--- config.mk ---
export PLATFORM = sky130hd
export DESIGN_NAME = mc_ctrl
export DESIGN_NICKNAME = d
export VERILOG_FILES = /design/src/rtl/mc_ctrl.sv
export SDC_FILE = /design/constraint.sdc
export NUM_CORES = 1
export LEC_CHECK = 0
export CORE_ASPECT_RATIO = 1.5
export CORE_MARGIN = 3
export CORE_UTILIZATION = 53
export CTS_CLUSTER_SIZE = 12
export DETAILED_ROUTE_END_ITERATION = 12
export GPL_ROUTABILITY_DRIVEN = 0
export PLACE_DENSITY = 0.89
export SKIP_LAST_GASP = 1
export SYNTH_ARGS = -nofsm -noshare
export SYNTH_HDL_FRONTEND = slang
export SYNTH_SLANG_ARGS = --single-unit
--- constraint.sdc ---
create_clock -name clk -period 4.12 [get_ports clk]
set_input_delay 0.412 -clock clk [delete_from_list [all_inputs] [get_ports clk]]
set_output_delay 0.412 -clock clk [all_outputs]
set_load 0.02 [all_outputs]
--- src/rtl/mc_ctrl.sv ---
// Multi-cycle RV32I sequencer: steps FETCH/DECODE/EXEC/MEM/WB, runs the memory
// handshakes with an optional ack timeout, and keeps cycle/retire counters.
module mc_ctrl #(
    parameter int TIMEOUT = 16,
    parameter int CNT_W   = 32
) (
    input  logic             clk,
    input  logic             rst_n,
    input  logic             start,
    output logic             imem_req,
    input  logic             imem_ack,
    output logic             ir_we,
    input  logic             dec_reg_we,
    input  logic             dec_is_load,
    input  logic             dec_is_store,
    input  logic             dec_is_halt,
    input  logic             br_taken,
    output logic             dmem_req,
    output logic             dmem_we,
    input  logic             dmem_ack,
    output logic             pc_we,
    output logic             pc_sel,
    output logic             rf_we,
    output logic             halted,
    output logic             fault,
    output logic [2:0]       state,
    output logic [CNT_W-1:0] cycle_cnt,
    output logic [CNT_W-1:0] instret_cnt
);

    typedef enum logic [2:0] {
        S_IDLE   = 3'd0,
        S_FETCH  = 3'd1,
        S_DECODE = 3'd2,
        S_EXEC   = 3'd3,
        S_MEM    = 3'd4,
        S_WB     = 3'd5,
        S_HALT   = 3'd6,
        S_FAULT  = 3'd7
    } state_t;

    localparam int WAIT_W = (TIMEOUT > 2) ? $clog2(TIMEOUT) : 1;
    localparam logic [WAIT_W-1:0] WAIT_LAST = WAIT_W'((TIMEOUT > 0) ? TIMEOUT - 1 : 0);

    state_t            state_q;
    logic [WAIT_W-1:0] wait_cnt;
    logic              is_load;
    logic              is_store;
    logic              timed_out;
    logic              active;

    // A word flagged as both load and store is treated as a load.
    assign is_load   = dec_is_load;
    assign is_store  = dec_is_store & ~dec_is_load;
    assign timed_out = (TIMEOUT > 0) && (wait_cnt == WAIT_LAST);
    assign active    = (state_q == S_FETCH) || (state_q == S_DECODE) || (state_q == S_EXEC)
                    || (state_q == S_MEM) || (state_q == S_WB);

    always_ff @(posedge clk or negedge rst_n) begin
        if (!rst_n) begin
            state_q     <= S_IDLE;
            wait_cnt    <= '0;
            cycle_cnt   <= '0;
            instret_cnt <= '0;
        end else begin
            if (active) cycle_cnt <= cycle_cnt + CNT_W'(1);
            case (state_q)
                S_IDLE: begin
                    if (start) begin
                        state_q  <= S_FETCH;
                        wait_cnt <= '0;
                    end
                end
                S_FETCH: begin
                    if (imem_ack)       state_q  <= S_DECODE;
                    else if (timed_out) state_q  <= S_FAULT;
                    else                wait_cnt <= wait_cnt + WAIT_W'(1);
                end
                S_DECODE: begin
                    if (dec_is_halt) begin
                        state_q     <= S_HALT;
                        instret_cnt <= instret_cnt + CNT_W'(1);
                    end else begin
                        state_q <= S_EXEC;
                    end
                end
                S_EXEC: begin
                    if (is_load || is_store) begin
                        state_q  <= S_MEM;
                        wait_cnt <= '0;
                    end else begin
                        state_q <= S_WB;
                    end
                end
                S_MEM: begin
                    if (dmem_ack) begin
                        if (is_load) begin
                            state_q <= S_WB;
                        end else begin
                            state_q     <= S_FETCH;
                            wait_cnt    <= '0;
                            instret_cnt <= instret_cnt + CNT_W'(1);
                        end
                    end else if (timed_out) begin
                        state_q <= S_FAULT;
                    end else begin
                        wait_cnt <= wait_cnt + WAIT_W'(1);
                    end
                end
                S_WB: begin
                    state_q     <= S_FETCH;
                    wait_cnt    <= '0;
                    instret_cnt <= instret_cnt + CNT_W'(1);
                end
                default: state_q <= state_q;
            endcase
        end
    end

    // Strobes are decoded from the current state so they drop with an async reset.
    assign imem_req = (state_q == S_FETCH);
    assign ir_we    = imem_req & imem_ack;
    assign dmem_req = (state_q == S_MEM);
    assign dmem_we  = dmem_req & is_store;
    assign pc_we    = (state_q == S_WB) | (dmem_req & dmem_ack & is_store);
    assign pc_sel   = (state_q == S_WB) & br_taken;
    assign rf_we    = (state_q == S_WB) & dec_reg_we;
    assign halted   = (state_q == S_HALT);
    assign fault    = (state_q == S_FAULT);
    assign state    = state_q;

endmodule

# Word-level counts from Yosys, hierarchy flattened
# Cells that the tools add are included.
# totals
reg_bits	71
input_bits	10
out_inout_bits	76
word_cells	62
# op_classes
addsub	3
eq_ne	15
mux	19
bitwise_logic	9
n_reduce_logical	12
# ops
cell	count
32-bit 2-to-1 mux	3
32-bit case mux with 3 select lines	1
32-bit by 1-bit adder with 32-bit output (second input constant)	2
4-bit 2-to-1 mux	6
4-bit case mux with 5 select lines	1
3-bit 2-to-1 mux	6
3-bit case mux with 6 select lines	1
3-bit equality test (second input constant)	4
2-bit != test (second input constant)	4
1-bit AND	7
3-bit by 2-bit equality test with 1-bit output (second input constant)	2
6-bit nonzero test	1
1-bit logical OR	5
5-bit AND reduction	1
5-bit nonzero test	1
4-bit by 1-bit adder with 4-bit output (second input constant)	1
4-bit equality test (second input constant)	1
2-bit by 1-bit != test with 1-bit output (second input constant)	2
4-bit AND reduction	1
3-bit by 1-bit equality test with 1-bit output (second input constant)	1
3-bit logical NOT	1
3-bit != test (second input constant)	1
3-bit nonzero test	1
2-bit AND reduction	1
3 further kinds	3

# Depth between registers and ports, before layout
# Gate-level depths: netlist (run 1).
# logic_depth
ltp_word	5
mapped_depth	6
depth_no_buf	5

# Worst setup path after synthesis (run 1)
# No wires, ideal clock.
# synth_timing
path_type	flip-flop to output port
start	register state_q[0], in the netlist state[0]
end	output port dmem_we
arrival_ns	1.775
required_ns	3.708
slack_ns	1.933
stages_incl_launch_ff	5
path_cell_list	dfrtp_1 buf_2 nor3b_1 nand2_1 nor2_1
# synth_between
elab_chain_cells	2
# synth_lines
item	line	rtl
start: declaration	45	state_t state_q;
start signal: assignment	115	default: state_q <= state_q;
3-bit equality test	123	assign dmem_req = (state_q == S_MEM);
named net dmem_req	18	output logic dmem_req,
1-bit AND	124	assign dmem_we = dmem_req & is_store;
end: declaration	19	output logic dmem_we,
# The timed path passes the listed nets, and every way through them passes these cells.

# Worst setup path after layout (run 1)
# layout_timing
start	register state_q[0], in the netlist state[0]
end	output port ir_we
# layout_between
elab_chain_cells	2
# layout_lines
item	line	rtl
3-bit by 1-bit equality test with 1-bit output	121	assign imem_req = (state_q == S_FETCH);
1-bit AND	122	assign ir_we = imem_req & imem_ack;
end: declaration	12	output logic ir_we,
# No other way between the ends.

==> flow_metrics.py, run 1 <==
metrics = {
    "sta": {
        "rsz0062_at_grt": "false",
        "skew_ns": 0.00876,
        "totalNegativeSetupSlack_ns": 0,
        "maxSlewViolCount": 0,
        "setup-violations-final": 0,
        "fin_crit_sh": 0.662,
        "relSlewSlack": 0.536,
        "fmax_mhz": 367,
        "setup_slack_ns": 1.39,
        "hold_violations": 0,
        "period_needed_ns": 2.73,
        "tightest_slew_ns": 0.696,
    },
    "power": {
        "ir_worst_vdd_uv": 437,
        "power_density_nw_per_um2": 491,
        "leakage_uw": 0.00204,
    },
    "cells_and_area": {
        "area_growth_pct": 32.5,
        "antenna_cells": 0,
        "layout.nets": 442,
        "layout-drive-gt1-share": 0.0622,
    },
    "placed_design": {
        "port_buffers": 85,
        "place_hpwl_um": 5820,
        "dp_slack_ns": 1.68,
    },
    "global_routing": {
        "antenna_found_initial": 0,
        "overflow": 0,
        "grt_usage": 0.221,
        "grt_pass1_wl_um": 13500,
        "grt_pass1_vias": 2879,
        "grt_max_degree": 41,
    },
    "yosys": {
        "ys.flop_type": "dfrtp_1",
        "ys_seq_area_frac": 0.507,
        "synth_edf_count": 0,
        "ys_warn_count": 0,
        "yosysTopAreaCellShare": 0.507,
        "netlist_area_um2": 3510,
        "synth_cell_types": 45,
        "syn_nets": 352,
        "async_flop_share": 1.00,
        "synth_area_per_cell_um2": 10.3,
        "syn_inst": 339,
        "yosys-top-cells-area": "dfrtp_1 (51%), xnor2_1 (8.2%), xor2_1 (7.2%), nand3_1 (3.9%), nand2_1 (3.4%)",
        "synth.largest_area_cell": "dfrtp_1",
        "yosys_register_bits": 71,
    },
    "clocking": {
        "clkTransAtPathRegs_ns": 0.07,
        "clock_path_buffers": 2,
        "clk_latency_ns": 0.35,
        "tritoncts": "built",
        "root_buffer": "clkbuf_8",
        "cts_made_buffers": 9,
        "cts_setup_buffers": 0,
        "cts_hold_buf": 0,
        "htreeDepth": 3,
        "cts_resized": 0,
        "cts_num_sinks": 71,
    },
    "run": {
        "maxCapViolCount": 0,
    },
    "floorplanning": {
        "core_um2": 6260,
        "start_util": 0.560,
        "die_area_um2": 7650,
        "io_pins": 86,
        "die_height_um": 106,
        "fp.dieW_um": 72.4,
        "num_rows": 35,
    },
    "route": {
        "via_per_inst": 5.65,
        "wire_per_inst_um": 15.6,
        "firstDrtPassIters": 4,
        "antenna_left": 0,
        "postRouteWirelength_um": 7920,
        "vias": 2872,
        "drt_iter0_markers": 199,
        "route.detailed.drc": 0,
    },
    "worst_setup_path": {
        "critical-path-max-stage-delay_ns": 0.73,
        "start_kind": "register",
        "path_class": "register to output pin",
        "arrival_ns": 2.31,
        "r2r_cells": 5,
        "cpMaxStageDelayCell": "dfrtp_1",
        "critical_path_buf_inv_count": 1,
        "cp-end-kind": "output pin",
        "cp.depth": 3,
        "required_ns": 3.71,
        "critPathTopFamily": "flip-flops",
        "cp_cell_sequence": "nor3b_1 -> and2_1 -> clkdlybuf4s50_1",
        "r2r_setup_slack_ns": 1.85,
        "path_max_fanout": 23,
    },
    "status": {
        "status": "complete, no violations",
    },
    "min_path": {
        "hold_class": "input port to async pin",
    },
}
-- cell families (layout without fill, tap and decap cells) --
group / after synthesis / count (layout) / share of synthesized area
buf+inv: 13 / 108 / 0.0146
simple gates: 156 / 156 / 0.247
mux: 3 / 3 / 0.00928
compound gates: 31 / 31 / 0.0574
fa+ha+maj: 3 / 3 / 0.0107
flops: 71 / 71 / 0.507
xor+xnor: 62 / 62 / 0.155
-- cells in the mapped netlist (6+ instances only) --
library cell,count
nand3_1,27
and4_1,6
and3_1,9
a21oi_1,9
xor2_1,29
o21ai_0,7
nand4_1,10
inv_1,6
xnor2_1,33
nor2_1,24
dfrtp_1,71
nand2_1,32
nor3_1,14
-- path summary, 6_finish.rpt --
path	from	end
max in group asynchronous	rst_n	wait_cnt[2]
min in group clk	cycle_cnt[31]	cycle_cnt[31]
worst min register to register	cycle_cnt[31]	cycle_cnt[31]
worst max register to register	state[2]	instret_cnt[22]
worst max-delay path	state[0]	ir_we
worst min-delay path	rst_n	cycle_cnt[8]
-- cell type report --
| class | instances | area (um2) |
|---|---|---|
| clock buffers | 11 | 141 |
| clock inverters | 5 | 81.3 |
| fillers | 447 | 1620 |
| inverters | 6 | 22.5 |
| multi-input cells | 255 | 1680 |
| flip-flops and latches | 71 | 1780 |
| well taps | 74 | 92.6 |
| repair buffers | 86 | 853 |
-- per-layer routing --
metal / GRT usage / up-vias / routed length, um
li1: - / 1366 / -
met1: 0.262 / 1422 / 3210
met2: 0.379 / 73 / 4210
met3: 0.0534 / 11 / 365
met4: 0.0871 / 0 / 137
met5: 0 / - / 0
-- power breakdown --
group / switching (uW) / internal, uW
Clock: 263 / 358
Combinational: 389 / 334
Sequential: 158 / 780
Total: 810 / 1470
-- flip-flops by register name, summed over array words and instances, names as in the netlist --
name,flops
cycle_cnt,32
instret_cnt,32
wait_cnt,4
state,3
-- stage by stage --
stage	cells	power [uW]	area (um2)	hold slack, ns	utilization
2_1_floorplan	339	1370	3510	0.116	-
3_3_place_gp	492	1650	4420	0.457	0.706
3_5_place_dp	492	1670	4420	0.463	0.706
4_1_cts	508	2290	4650	0.115	0.742
5_1_grt	508	2400	4650	0.144	0.742
6_report	508	2280	4650	0.104	0.742
-- placed cells by master, fill, tap and decap left out, types with 2 or more instances in the layout --
master / count
clkdlybuf4s50_1: 84
nor3_1: 14
nor4_1: 4
nor2_1: 24
inv_1: 6
or3_1: 5
o21ai_0: 7
nand2_1: 32
nand4_2: 2
and3_1: 9
nor2b_1: 4
nor4_4: 2
mux2_2: 2
and2_1: 5
and4_1: 6
clkbuf_8: 10
ha_1: 3
nand4_1: 10
nor3b_1: 2
nand3_1: 27
nand2b_1: 4
a21o_1: 2
dfrtp_1: 71
xnor2_1: 33
bufinv_16: 2
xor2_1: 29
a21oi_1: 9
o21ai_1: 2
Note: power is estimated with default switching activity, not from simulation.
==> inputs of run 2 (changes only) <==
--- a/config.mk
+++ b/config.mk
@@ -7,11 +7,11 @@
 export LEC_CHECK = 0
 export CORE_ASPECT_RATIO = 1.5
 export CORE_MARGIN = 3
-export CORE_UTILIZATION = 53
+export CORE_UTILIZATION = 50
 export CTS_CLUSTER_SIZE = 12
 export DETAILED_ROUTE_END_ITERATION = 12
 export GPL_ROUTABILITY_DRIVEN = 0
-export PLACE_DENSITY = 0.89
+export PLACE_DENSITY = 0.85
 export SKIP_LAST_GASP = 1
 export SYNTH_ARGS = -nofsm -noshare
 export SYNTH_HDL_FRONTEND = slang
==> constraint.sdc (replaced) <==
create_clock -name clk -period 2.6 [get_ports clk]
set_input_delay 0.26 -clock clk [delete_from_list [all_inputs] [get_ports clk]]
set_output_delay 0.26 -clock clk [all_outputs]
set_load 0.02 [all_outputs]
==> run 2 against run 1 <==
Effect of this change: sequential power up 57%; combinational power up 62%; sequential cell count unchanged; register-to-register slack worse by 1.4 ns; first-iteration DRC count up 4.0%; non-clock buffer count up 3; hold slack better by 0.34 ns; cell count up 0.98%; die area up 5.6%; critical path type unchanged; critical endpoint unchanged; highest routed layer unchanged.
==> flow_metrics.py, run 2 (synthesis gave the netlist of run 1 again) <==
metrics = {
    "route": {
        "wire_per_inst_um": 15.3,
        "route.detailed.drc": 0,
        "drt_iter0_markers": 207,
        "antenna_left": 0,
        "firstDrtPassIters": 4,
        "via_per_inst": 5.57,
        "postRouteWirelength_um": 7830,
        "vias": 2856,
    },
    "worst_setup_path": {
        "path_max_fanout": 10,
        "r2r_cells": 5,
        "cp_cell_sequence": "buf_4 -> nor3b_1 -> and2_1 -> clkdlybuf4s50_1",
        "start_kind": "register",
        "path_class": "register to output pin",
        "critPathTopFamily": "buffers and inverters",
        "arrival_ns": 2.16,
        "cpMaxStageDelayCell": "clkdlybuf4s50_1",
        "cp-end-kind": "output pin",
        "required_ns": 2.34,
        "r2r_end": "instret_cnt[22]",
        "critical_path_buf_inv_count": 2,
        "reg2reg_from": "state[2]",
        "r2r_setup_slack_ns": 0.44,
        "critical-path-max-stage-delay_ns": 0.60,
    },
    "global_routing": {
        "antenna_found_initial": 0,
        "grt_pass1_wl_um": 13200,
        "grt_usage": 0.210,
        "grt_max_degree": 72,
        "grt_pass1_vias": 2798,
        "overflow": 0,
    },
    "power": {
        "power_density_nw_per_um2": 739,
        "power_uw": 3430,
        "ir_worst_vdd_uv": 640,
        "leakage_uw": 0.00204,
    },
    "clocking": {
        "cts_num_sinks": 71,
        "clk_latency_ns": 0.35,
        "cts_made_buffers": 9,
        "clkTransAtPathRegs_ns": 0.07,
        "cts_setup_buffers": 0,
        "clock_path_buffers": 2,
        "root_buffer": "clkbuf_8",
        "tritoncts": "built",
        "htreeDepth": 3,
    },
    "floorplanning": {
        "die_area_um2": 8080,
        "fp.dieW_um": 74.4,
        "die_height_um": 109,
        "core_um2": 6670,
        "start_util": 0.526,
        "num_rows": 36,
        "io_pins": 86,
    },
    "cells_and_area": {
        "area_growth_pct": 32.4,
        "nFillCells": 511,
        "multiInputGateArea_um2": 1680,
        "final_cell_mix": "clkdlybuf4s50_1 (84), dfrtp_1 (69), xnor2_1 (33)",
        "stdcell_count": 513,
        "layout.nets": 445,
        "register_area_um2": 1780,
        "antenna_cells": 0,
        "largest_registers": "cycle_cnt (32), instret_cnt (32), wait_cnt (4)",
        "layout-drive-gt1-share": 0.0686,
        "final_common_cell": "clkdlybuf4s50_1",
    },
    "sta": {
        "hold_violations": 0,
        "maxSlewViolCount": 0,
        "rsz0062_at_grt": "false",
        "fmax_mhz": 414,
        "relSlewSlack": 0.586,
        "skew_ns": 0.00600,
        "period_needed_ns": 2.42,
        "tightest_slew_ns": 0.620,
        "setup-violations-final": 0,
        "fin_crit_sh": 0.929,
        "totalNegativeSetupSlack_ns": 0,
    },
    "status": {
        "status": "complete, no violations",
    },
    "run": {
        "maxCapViolCount": 0,
    },
    "min_path": {
        "hold_class": "input port to async pin",
    },
    "placed_design": {
        "dpl.cell_count": 496,
        "port_buffers": 85,
        "place_hpwl_um": 5670,
    },
}
==> run 2: cell count changes in the layout (fill, tap and decap cells not counted), sizes merged <==
cell / change
dlygate4sd3: +1
buf: +2
clkbuf: +2
bufinv: -2
==> run 2: report_power, final <==
group / total, uW / internal (uW) / leakage (uW) / switching, uW
clock: 788 / 396 / 0.0000894 / 392
combinational: 1170 / 546 / 0.000989 / 623
sequential: 1470 / 1240 / 0.000962 / 233
total: 3430 / 2180 / 0.00204 / 1250
==> run 2: stage by stage <==
step           utilization  worst slack [ns]  cell area (um2)  hold slack, ns
6_report             0.697             0.184             4640           0.441
5_1_grt              0.697            0.0641             4640           0.492
4_1_cts              0.696            0.0569             4640           0.472
3_5_place_dp         0.668             0.271             4450           0.316
3_3_place_gp         0.668             0.350             4450           0.311
2_1_floorplan            -             0.500             3510         -0.0356
==> run 2: timing repair <==
| action | in CTS | in global routing |
|---|---|---|
| setup endpoints to repair | 0 | 2 |
| hold buffers | 1 | 0 |
| endpoints found under the hold margin | 71 | 0 |
| gates resized for setup | 0 | 2 |
==> run 2: area by class of cell <==
type / count / share of cell area
Sequential cell: 71 / 0.383
Timing Repair Buffer: 89 / 0.192
Clock inverter: 3 / 0.00377
Clock buffer: 13 / 0.0342
Inverter: 6 / 0.00485
Tap cell: 76 / 0.0205
Multi-Input combinational cell: 255 / 0.362
==> run 2: how the worst max path moves through the flow <==
| stage | cells after the start | startpoint | to | slack (ns) |
|---|---|---|---|---|
| global placement | 6 | dmem_ack | instret_cnt[22] | 0.35 |
| global route | 4 | state[1] | ir_we | 0.06 |
| finish | 4 | state[1] | ir_we | 0.18 |
| floorplan | 6 | state[0] | wait_cnt[3] | 0.50 |
| detailed placement | 6 | dmem_ack | instret_cnt[22] | 0.27 |
| CTS | 3 | state[0] | ir_we | 0.06 |
==> run 2: tightest hold or removal path, cell delays in order <==
cell and delay, ns:
dlygate4sd3_1 0.52, buf_2 0.12, buf_12 0.30
==> run 2: metal layers <==
| metal | global-route usage | share of wire |
|---|---|---|
| met4 | 0.0954 | 0.020 |
| met2 | 0.342 | 0.52 |
| met5 | 0 | 0 |
| met3 | 0.0530 | 0.051 |
| met1 | 0.258 | 0.41 |
